==> src/rtl/ifu_fetch_pkg.sv <==
// Shared types, constants and helpers for the instruction fetch unit.
`ifndef InstWidth
`define InstWidth 32
`endif
`ifndef NOP_INST
`define NOP_INST 32'h0000_0013
`endif

package ifu_fetch_pkg;

  typedef enum logic [1:0] {
    ST_IDLE = 2'd0,
    ST_REQ  = 2'd1,
    ST_WAIT = 2'd2,
    ST_FULL = 2'd3
  } ifu_state_t;

  localparam logic [`InstWidth-1:0] NOP_INST = `NOP_INST;

  // A faulting fetch hands the decoder a harmless nop; the err flag carries the trap.
  function automatic logic [`InstWidth-1:0] inst_or_nop(input logic [`InstWidth-1:0] data,
                                                       input logic err);
    return err ? NOP_INST : data;
  endfunction

endpackage

==> src/rtl/ifu_inst_buf.sv <==
// One-entry {inst, pc, err} holding register between memory response and decoder.
`ifndef InstWidth
`define InstWidth 32
`endif

module ifu_inst_buf
  import ifu_fetch_pkg::*;
#(
  parameter int PC_W = 64
) (
  input  logic                  clk,
  input  logic                  rst,
  input  logic                  i_set,
  input  logic                  i_clr,
  input  logic [`InstWidth-1:0] i_inst,
  input  logic [PC_W-1:0]       i_pc,
  input  logic                  i_err,
  output logic                  o_valid,
  output logic [`InstWidth-1:0] o_inst,
  output logic [PC_W-1:0]       o_pc,
  output logic                  o_err
);

  logic                  r_valid;
  logic [`InstWidth-1:0] r_inst;
  logic [PC_W-1:0]       r_pc;
  logic                  r_err;

  // Clear wins so a flush can never be overtaken by a late write.
  always_ff @(posedge clk) begin
    if (rst) begin
      r_valid <= 1'b0;
      r_inst  <= '0;
      r_pc    <= '0;
      r_err   <= 1'b0;
    end else if (i_clr) begin
      r_valid <= 1'b0;
    end else if (i_set) begin
      r_valid <= 1'b1;
      r_inst  <= inst_or_nop(i_inst, i_err);
      r_pc    <= i_pc;
      r_err   <= i_err;
    end
  end

  assign o_valid = r_valid;
  assign o_inst  = r_inst;
  assign o_pc    = r_pc;
  assign o_err   = r_err;

endmodule

==> src/rtl/ifu_fetch.sv <==
// Instruction fetch stage: PC, single-outstanding fetch FSM, redirect flush.
// Optional IFU_PERF_EN adds fetch and decoder-stall counters.
`ifndef InstWidth
`define InstWidth 32
`endif

module ifu_fetch
  import ifu_fetch_pkg::*;
#(
  parameter int              PC_W     = 64,
  parameter logic [PC_W-1:0] RESET_PC = PC_W'(64'h8000_0000)
) (
  input  logic                  clk,
  input  logic                  rst,
  input  logic                  redirect_valid,
  input  logic [PC_W-1:0]       redirect_pc,
  output logic                  mem_req_valid,
  input  logic                  mem_req_ready,
  output logic [PC_W-1:0]       mem_req_addr,
  input  logic                  mem_resp_valid,
  input  logic [`InstWidth-1:0] mem_resp_data,
  input  logic                  mem_resp_err,
  output logic                  out_valid,
  input  logic                  out_ready,
  output logic [`InstWidth-1:0] out_inst,
  output logic [PC_W-1:0]       out_pc,
  output logic                  out_err
`ifdef IFU_PERF_EN
  ,
  output logic [63:0]           perf_fetch_cnt,
  output logic [63:0]           perf_stall_cnt
`endif
);

  localparam logic [PC_W-1:0] PC_STEP    = PC_W'(4);
  localparam logic [PC_W-1:0] ALIGN_MASK = ~PC_W'(3);

  ifu_state_t      r_state, w_state_next;
  logic [PC_W-1:0] r_pc, w_pc_next;
  logic [PC_W-1:0] r_req_addr;
  logic            r_drop, w_drop_next;
  logic            w_buf_set, w_buf_clr, w_out_valid;

  always_comb begin
    w_state_next = r_state;
    w_pc_next    = r_pc;
    w_drop_next  = r_drop;
    w_buf_set    = 1'b0;
    w_buf_clr    = 1'b0;
    case (r_state)
      ST_IDLE: w_state_next = ST_REQ;
      ST_REQ:  if (mem_req_ready) w_state_next = ST_WAIT;
      ST_WAIT: begin
        if (mem_resp_valid) begin
          if (r_drop) begin
            w_drop_next  = 1'b0;
            w_state_next = ST_REQ;
          end else begin
            w_buf_set    = 1'b1;
            w_pc_next    = r_pc + PC_STEP;
            w_state_next = ST_FULL;
          end
        end
      end
      ST_FULL: begin
        if (out_ready) begin
          w_buf_clr    = 1'b1;
          w_state_next = ST_REQ;
        end
      end
      default: w_state_next = ST_IDLE;
    endcase

    // Redirect overrides everything; any fetch already issued (or stuck in REQ) is marked stale.
    if (redirect_valid) begin
      w_pc_next = redirect_pc & ALIGN_MASK;
      w_buf_set = 1'b0;
      w_buf_clr = 1'b1;
      case (r_state)
        ST_REQ:  w_drop_next = 1'b1;
        ST_WAIT: begin
          if (mem_resp_valid) begin
            w_drop_next  = 1'b0;
            w_state_next = ST_REQ;
          end else begin
            w_drop_next  = 1'b1;
            w_state_next = ST_WAIT;
          end
        end
        default: w_state_next = ST_REQ;
      endcase
    end
  end

  always_ff @(posedge clk) begin
    if (rst) begin
      r_state    <= ST_IDLE;
      r_pc       <= RESET_PC;
      r_drop     <= 1'b0;
      r_req_addr <= RESET_PC;
    end else begin
      r_state <= w_state_next;
      r_pc    <= w_pc_next;
      r_drop  <= w_drop_next;
      // Address is captured only on entry to REQ so a pending request never changes under memory.
      if (w_state_next == ST_REQ && r_state != ST_REQ) r_req_addr <= w_pc_next;
    end
  end

  ifu_inst_buf #(
    .PC_W(PC_W)
  ) u_inst_buf (
    .clk     (clk),
    .rst     (rst),
    .i_set   (w_buf_set),
    .i_clr   (w_buf_clr),
    .i_inst  (mem_resp_data),
    .i_pc    (r_pc),
    .i_err   (mem_resp_err),
    .o_valid (w_out_valid),
    .o_inst  (out_inst),
    .o_pc    (out_pc),
    .o_err   (out_err)
  );

  assign mem_req_valid = (r_state == ST_REQ);
  assign mem_req_addr  = r_req_addr;
  assign out_valid     = w_out_valid;

`ifdef IFU_PERF_EN
  logic [63:0] r_fetch_cnt, r_stall_cnt;

  always_ff @(posedge clk) begin
    if (rst) begin
      r_fetch_cnt <= '0;
      r_stall_cnt <= '0;
    end else begin
      if (w_buf_set) r_fetch_cnt <= r_fetch_cnt + 64'd1;
      if (w_out_valid && !out_ready) r_stall_cnt <= r_stall_cnt + 64'd1;
    end
  end

  assign perf_fetch_cnt = r_fetch_cnt;
  assign perf_stall_cnt = r_stall_cnt;
`endif

endmodule

==> config.mk <==
export PLATFORM = sky130hd
export DESIGN_NAME = ifu_fetch
export DESIGN_NICKNAME = d
export VERILOG_FILES = /design/src/rtl/ifu_fetch_pkg.sv /design/src/rtl/ifu_inst_buf.sv /design/src/rtl/ifu_fetch.sv
export SDC_FILE = /design/constraint.sdc
export NUM_CORES = 1
export LEC_CHECK = 0
export ABC_AREA = 0
export ABC_CLOCK_PERIOD_IN_PS = 2000
export CAP_MARGIN = 20
export CORE_MARGIN = 2
export CORE_UTILIZATION = 45
export CTS_CLUSTER_DIAMETER = 40
export DETAILED_ROUTE_END_ITERATION = 10
export PLACE_DENSITY_LB_ADDON = 0.08
export SETUP_SLACK_MARGIN = 0.5
export SLEW_MARGIN = 5
export SYNTH_ARGS = -nofsm -noshare
export SYNTH_HDL_FRONTEND = slang
export SYNTH_HIERARCHICAL = 1
export SYNTH_SLANG_ARGS = --single-unit
==> constraint.sdc <==
create_clock -name clk -period 2 [get_ports clk]
set_input_delay 0.4 -clock clk [delete_from_list [all_inputs] [get_ports clk]]
set_output_delay 0.4 -clock clk [all_outputs]
set_load 0.01 [all_outputs]
==> results.md, run 1 <==
- RSZ-0062 raised after global routing: yes
- Outcome: complete, but fails checks
- Gr ovfl total: 0
- Vias/cell: between 5 and 6
- Leak: around 7.2 nW
- R2R Setup Slk: -0.27 ns
- DR pass1 iterations: 5
- Worst Setup Slack, final: -0.269 ns
- Hold Path Depth: 3
- Tcrit/Tclk final: 113%
- Gr usage total: between 30% and 40%
- Fin nets: between 1500 and 2000
- Peak supply drop: 0.00103 V
- Port Buf Inserts: 263
- Wire per inst: 21.1 um
- # setup viols final: 91
- HP Start: redirect_valid
- Slew Limit Fails: 0
- Final hold vios: 0
- RePlAce Congestion: between 0.9 and 1
- Hold Path Sink: r_drop
- DRT Wirelength: approximately 43 mm
- Power per cell area: ~780 nW/um^2
- Min Hold Slack: around 0.34 ns
- Yosys warns: 6
- Chip height: about 160 um
- Hold crit path type: in -> reg
- Slew HR: between 60% and 70%
- CTS tree: yes
- Top cell type's share of synthesized area: roughly 44%
- # IOs: 266
- Routed Antenna Nets: 0
- Post-route DRC violation count: 0
- Critical Path AT: 2.67 ns
- Fin area: 18200 um^2
- First-pass GRT wire length: a little under 60 mm
- Area of the die: roughly 24000 um^2
- CTS clk-pin slew, worst paths: ~0.050 ns
- Register-to-Register Path Depth: 11
- Mean Syn Cell Area: around 8.4 um^2
- Row cnt: 55
- Clock sink count: 229
- Mapped cell area: 10400 um^2
- Area growth syn-to-layout: 75.5%
- Slew @ Worst Pin: approximately 0.56 ns
- TritonCTS buffer count: 38
- Crit Path Class: reg -> reg
- DP Wirelength: 26.4 mm
- Via count: between 10000 and 15000
- Distinct cells, synth: 76
- Fmax: between 400 and 500 MHz
- Crit. End Element: flip-flop
- Max Root-Sink Buffers: 3
- Synthesized instance count: 1232
- Hold buffers post-CTS: 0
- Crit Path Max Fanout: 7
- Worst R2R End: mem_req_addr[31]
- Post-synth EDFFs: 0
- Number of global-route vias before repair: about 11000
- Fin Clk Skew: around 0.021 ns
- CTS root buffer: clkbuf_16
- Core area: 22600 um^2
- Layout cells sized above 1: between 30% and 40%
- #FFs+latches synth: 229
- Largest cells by area after synthesis: dfxtp_1 44%, nand2_1 7.8%, a21oi_1 5.4%
- Dominant synthesized flop cell: dfxtp_1
- Initial DRC count: between 1000 and 1500
- Diode count: 0
- Worst skew pair latency: 0.52 ns
- Worst EP required: around 2.4 ns
- Synth area leader: dfxtp_1
- H-Tree Level Count: 2
- DP Area: around 15000 um^2
- Syn Nets: between 1000 and 1500
- Clock period minus worst slack: approximately 2.3 ns
- Startpoint Class: flip-flop
- Starting density of the core: between 40% and 50%
- Largest net degree at the start of global routing: 103
- FF-to-FF Start: r_state[0]
- Max capacitance violation total: 0
- Die X: 156 um
- Sequential fraction of the synthesis area: about 44%
- Ys async rst share: 0%
- Initial antenna violation count: 2
- Failing checks: setup timing
[layer usage]
layer | wire [um] | GRT usage (%)
met2 | 19600 | 49.0
met5 | 12 | 0
met3 | 3730 | 5.36
met1 | 17500 | 42.3
met4 | 1690 | 10.7
[synthesized netlist by cell type (all sizes together) (2+ instances only)]
cell type and count:
a211o 4, a211oi 2, a21bo 6, a21boi 2, a21o 3, a21oi 131, a221oi 2, a22oi 2
a311oi 2, a31oi 9, and2 12, and3 10, and4 5, buf 44, clkbuf 42, dfxtp 229
ha 6, inv 12, mux2 2, mux2i 18, nand2 226, nand2b 9, nand3 69, nand3b 31
nand4 33, nor2 89, nor2b 6, nor3 42, nor3b 4, nor4 19, o211a 9, o211ai 8
o21a 8, o21ai 46, o31a 2, o31ai 11, o41ai 12, or2 3, or3 9, or4 6
xnor2 18, xor2 16
[how the worst max path moves through the flow]
stage | from | endpoint
detailed placement | mem_resp_valid | mem_req_addr[61]
global route | r_state[0] | mem_req_addr[62]
global placement | mem_resp_valid | mem_req_addr[53]
finish | r_state[0] | mem_req_addr[31]
CTS | r_state[0] | mem_req_addr[49]
floorplan | r_state[0] | mem_req_addr[56]
[layout make-up]
| cell class | instances | area (um^2) |
|---|---|---|
| clock buffer | 46 | 1060 |
| clock inverter | 22 | 298 |
| fill | 1436 | 4460 |
| inverter | 12 | 57.6 |
| multi-input combinational | 905 | 6490 |
| sequential | 229 | 4630 |
| tap | 285 | 357 |
| timing repair buffer | 521 | 5280 |
[per-stage QoR]
stage                     utilization [%]  TNS (ns)  total power [mW]  std cells  setup slack, ns
final                                80.3    -14.21              14.1       2020           -0.269
after floorplan                         -    -0.523              5.74       1232          -0.0797
after detailed placement             64.6    -75.54              6.72       1876           -0.612
after global placement               64.6    -70.79              6.71       1876           -0.615
after global routing                 80.3    -26.47              14.5       2020           -0.369
after CTS                            75.2     -4.32              13.8       1974           -0.134
[state kept, by name (all words and copies together) (netlist names)]
| signal | count |
|---|---|
| mem_req_addr | 64 |
| r_pc | 64 |
| u_inst_buf/o_pc | 64 |
| u_inst_buf/o_inst | 32 |
| r_state | 2 |
| r_drop | 1 |
| u_inst_buf/o_err | 1 |
| u_inst_buf/o_valid | 1 |
[worst max-delay path, cell delays in order, from the launching register on]
cell	delay [ns]
dfxtp_4	0.35
inv_4	0.06
ha_4	0.20
buf_4	0.13
buf_6	0.09
a21oi_2	0.06
a311oi_4	0.32
buf_4	0.17
nand3_4	0.19
buf_12	0.22
a21oi_2	0.14
a21bo_2	0.24
[where the power goes]
group / internal, mW / leakage (nW) / total (mW) / switching (mW)
sequential: 4.79 / 1.88 / 4.97 / 0.181
combinational: 1.15 / 4.62 / 2.22 / 1.07
clock: 4.58 / 0.679 / 6.96 / 2.38
[logic make-up after synthesis]
family	after synthesis	share of synthesized area, %
mux	20	1.96
compound gates	268	16.7
flops	229	44.2
xor+xnor	34	2.87
fa+ha+maj	6	0.724
simple gates	577	28.9
buf+inv	98	4.67
[cells in the final DEF (no fill, tap or decap), drive strengths merged, types with 8 or more instances in the layout]
| cell type | synthesis | routed |
|---|---|---|
| clkdlybuf4s50 | 0 | 253 |
| buf | 44 | 251 |
| dfxtp | 229 | 229 |
| nand2 | 226 | 226 |
| a21oi | 131 | 131 |
| nor2 | 89 | 89 |
| nand3 | 69 | 69 |
| clkbuf | 42 | 58 |
| o21ai | 46 | 46 |
| nor3 | 42 | 42 |
| nand4 | 33 | 33 |
| nand3b | 31 | 31 |
| nor4 | 19 | 19 |
| mux2i | 18 | 18 |
| xnor2 | 18 | 18 |
| inv | 12 | 18 |
| xor2 | 16 | 16 |
| and2 | 12 | 12 |
| o41ai | 12 | 12 |
| o31ai | 11 | 11 |
| and3 | 10 | 10 |
| clkinv | 0 | 10 |
| o211a | 9 | 9 |
| nand2b | 9 | 9 |
| or3 | 9 | 9 |
| a31oi | 9 | 9 |
| o21a | 8 | 8 |
| o211ai | 8 | 8 |
[repair_timing]
item | in CTS | in global routing
setup endpoints to repair | 387 | 386
cloned | 5 | 15
gates resized for setup | 200 | 127
endpoints found under the hold margin | 0 | 0
pin swaps | 73 | 57
buffers inserted | 25 | 31
Power figures use the tool's default switching activity.
==> run 2, diff against run 1 <==
Settings changed: CORE_UTILIZATION 45 to 44, SYNTH_HIERARCHICAL 1 to not set.
==> run 2 against run 1 <==
Compared with the run above: the flow still finishes with violations (setup timing); maximum frequency shrank 9.5%; setup slack got worse by 0.24 ns; via count grew 4.8%.
==> results.md, run 2 <==
- Most frequent CP cell: or4_4
- TNS Setup: -36.21 ns (was -14.21 ns)
- Simple-gate area share of the yosys netlist: 27.3% (was 28.9%)
- Syn Nets: 1318 (was 1341)
- Routed Antenna Nets: 0 (unchanged)
- Largest cells by area after synthesis: dfxtp_1 46%, nand2_1 8.1%, a21oi_1 6.7% (was dfxtp_1 44%, nand2_1 7.8%, a21oi_1 5.4%)
- Wire per inst: 24.0 um (was 21.1 um)
- Fin nets: 1798 (was 1816)
- Top cell type's share of synthesized area: 46.4% (was 44.2%)
- DRT Wirelength: 47.8 mm (was 42.6 mm)
- Gr usage total: 31.3% (was 30.8%)
- Critical Path AT: 2.86 ns (was 2.67 ns)
- Core area: 22000 um^2 (was 22600 um^2)
- Worst Setup Slack, final: -0.507 ns (was -0.269 ns)
- Max incr delay on CP: 0.56 ns (was 0.35 ns)
- Synthesized instance count: 1209 (was 1232)
- Synth Area in Compound Gates: 15.8% (was 16.7%)
- Internal: 9.99 mW (was 10.5 mW)
- Worst EP required: 2.36 ns (was 2.40 ns)
- R2R Setup Slk: -0.51 ns (was -0.27 ns)
- Fin Clk Skew: 0.0226 ns (was 0.0215 ns)
- Top delay family on crit path: simple AND/OR/NAND/NOR gates (was compound AO/OA/AOI/OAI gates)
- NetSw: 3.82 mW (was 3.63 mW)
- Post-Synth Adder-Cell Area: 0.759% (was 0.724%)
- Final hold vios: 0 (unchanged)
- RePlAce Congestion: 0.935 (was 0.910)
- Crit Path Max Fanout: 5 (was 7)
- Dominant synthesized flop cell: dfxtp_1 (unchanged)
- Area of the die: 23700 um^2 (was 24300 um^2)
- Commonest cells after routing, fill and taps aside: 210 x dfxtp_1, 164 x clkdlybuf4s50_1, 163 x buf_4, 102 x a21oi_2, 92 x nand2_4 (was 253 x clkdlybuf4s50_1, 200 x dfxtp_1, 196 x nand2_1, 175 x buf_4, 98 x a21oi_1)
- Crit Path Class: reg -> reg (unchanged)
- Hold crit path type: in -> reg (unchanged)
- Post-route DRC violation count: 0 (unchanged)
- CP bufs+invs: 1 (was 5)
- Vias/cell: 6.12 (was 5.77)
- Flop pwr share: 36.2% (was 35.1%)
- H-Tree Level Count: 2 (unchanged)
- DP Area: 14500 um^2 (was 14600 um^2)
- Slew HR: 54.9% (was 62.6%)
- Row cnt: 54 (was 55)
- First-pass GRT wire length: 59.9 mm (was 59.1 mm)
- Outcome: complete, but fails checks (unchanged)
- Commonest non-fill, non-tap cell in the layout: dfxtp_1 (was clkdlybuf4s50_1)
- CP max stage cell: or4_4 (was dfxtp_4)
- Chip height: 154 um (was 156 um)
- Slew Limit Fails: 0 (unchanged)
- Fill count: 941 (was 1436)
- Hold buffers post-CTS: 0 (unchanged)
- Tcrit/Tclk final: 125% (was 113%)
- TritonCTS buffer count: 36 (was 38)
- Layout cells sized above 1: 46.2% (was 33.8%)
- Peak supply drop: 0.000724 V (was 0.00103 V)
- Post-synth EDFFs: 0 (unchanged)
- Slew @ Worst Pin: 0.677 ns (was 0.561 ns)
- Mapped cell area: 9890 um^2 (was 10400 um^2)
- Ys async rst share: 0% (unchanged)
- Max Root-Sink Buffers: 3 (unchanged)
- Failing checks: setup timing (unchanged)
- Crit. End Element: flip-flop (unchanged)
- Initial antenna violation count: 0 (was 2)
- DP Wirelength: 23.9 mm (was 26.4 mm)
- Fin area: 19400 um^2 (was 18200 um^2)
- Starting density of the core: 45.0% (was 45.8%)
- Clock sink count: 229 (unchanged)
- Number of global-route vias before repair: 11300 (was 10700)
- Distinct cells, synth: 67 (was 76)
- # setup viols final: 210 (was 91)
- RSZ-0062 raised after global routing: yes (unchanged)
- Sequential fraction of the synthesis area: 46.4% (was 44.2%)
- CTS root buffer: clkbuf_16 (unchanged)
- Yosys warns: 0 (was 6)
- Clk pwr share: 45.6% (was 49.2%)
- Main combinational cell family by area after synthesis: simple AND/OR/NAND/NOR gates (unchanged)
- Logic gate share of total power: 18.3% (was 15.7%)
- DR pass1 iterations: 5 (unchanged)
- Clock period minus worst slack: 2.51 ns (was 2.27 ns)
- Overall power: 13.8 mW (was 14.1 mW)
- Port Buf Inserts: 263 (unchanged)
- Worst skew pair latency: 0.52 ns (about the same)
- Post-synthesis xor/xnor area fraction: 3.81% (was 2.87%)
- Sw frac: 27.7% (was 25.7%)
- Count leader, synth: dfxtp_1 (unchanged)
- #FFs+latches synth: 229 (unchanged)
- CTS clk-pin slew, worst paths: 0.05 ns (about the same)
- Largest net degree at the start of global routing: 94 (was 103)
- Synth area leader: dfxtp_1 (unchanged)
- Gr ovfl total: 0 (unchanged)
- Proportion of synthesized area in mux cells: 1.34% (was 1.96%)
- # IOs: 266 (unchanged)
- Initial DRC count: 1218 (was 1019)
- Mean Syn Cell Area: 8.18 um^2 (was 8.41 um^2)
- Die X: 154 um (was 156 um)
- Leak: 8.89 nW (was 7.18 nW)
- CP cell instances: ha_4 > nand4b_4 > or4_4 > or4_4 > buf_4 > xnor2_1 > o211ai_1 > a21oi_1 (was inv_4 > ha_4 > buf_4 > buf_6 > a21oi_2 > a311oi_4 > buf_4 > nand3_4 > buf_12 > a21oi_2 > a21bo_2)
- CTS tree: yes (unchanged)
- Startpoint Class: flip-flop (unchanged)
- Commonest cells post-synth: 229 x dfxtp_1, 214 x nand2_1, 133 x a21oi_1 (was 229 x dfxtp_1, 216 x nand2_1, 112 x a21oi_1)
- Min Hold Slack: 0.345 ns (was 0.343 ns)
- Area growth syn-to-layout: 96.6% (was 75.5%)
- Power per cell area: 710 nW/um^2 (was 778 nW/um^2)
- Fmax: 399 MHz (was 441 MHz)
- Max capacitance violation total: 0 (unchanged)
- Via count: 12200 (was 11600)
- Diode count: 0 (unchanged)
==> run 2: timing repair <==
item,in CTS,in global routing
cloned,10,15
pin swaps,128,226
setup buffers,40,17
resized for setup,202,528
endpoints found under the setup margin,386,389
==> run 2: kinds of logic after synthesis <==
group | count (synthesis)
buffers and inverters | 107
flip-flops | 229
AO/OA/AOI/OAI | 259
AND/OR/NAND/NOR | 552
XOR/XNOR | 43
adder cells (fa/ha/maj) | 6
multiplexers | 13
==> run 2: worst reg2reg max path, stage by stage, from the launching register on <==
cell and delay (ns):
dfxtp_2 0.36, ha_4 0.17, nand4b_4 0.10, or4_4 0.56, or4_4 0.54, buf_4 0.16
xnor2_1 0.14, o211ai_1 0.20, a21oi_1 0.11
==> run 2: area by class of cell <==
class | instances | area (um^2) | area share, %
clock buffers | 45 | 986 | 5.07
clock inverters | 18 | 206 | 1.06
inverters | 15 | 61.3 | 0.315
multi-input cells | 873 | 7340 | 37.7
flip-flops and latches | 229 | 4620 | 23.7
well taps | 280 | 350 | 1.80
repair buffers | 534 | 5890 | 30.3
==> run 2: final timing paths <==
kind                             from             endpoint  cells past startpoint
setup / recovery              r_pc[3]     mem_req_addr[48]                      8
hold / removal         redirect_valid           r_state[1]                      3
setup reg to reg              r_pc[3]     mem_req_addr[48]                      8
hold reg to reg   u_inst_buf.o_pc[37]  u_inst_buf.o_pc[37]                      2
==> run 2: power by group through the flow <==
stage                     Clock [mW]  Sequential, mW  Combinational [mW]
final                           6.30            5.00                2.52
after global routing            6.49            5.01                2.61
after CTS                       6.20            4.97                2.20
after detailed placement           0            5.05                1.84
after global placement             0            5.05                1.82
after floorplan                    0            5.11               0.818
==> run 2: metal layers <==
metal  wire, um  vias to the layer above  global-route usage, %
met3       4140                      218                   6.76
met4       2480                        0                   13.4
li1           -                     5227                      -
met1      18000                     5949                   39.1
met5          0                        -                      0
met2      23200                      807                   52.3
==> run 2: per-stage QoR <==
step / setup WS [ns] / instances / utilization, %
2_1_floorplan: -0.325 / 1209 / -
3_3_place_gp: -0.644 / 1849 / 66.1
3_5_place_dp: -0.700 / 1849 / 66.1
4_1_cts: -0.419 / 1962 / 78.1
5_1_grt: -0.559 / 1994 / 88.6
6_report: -0.507 / 1994 / 88.6
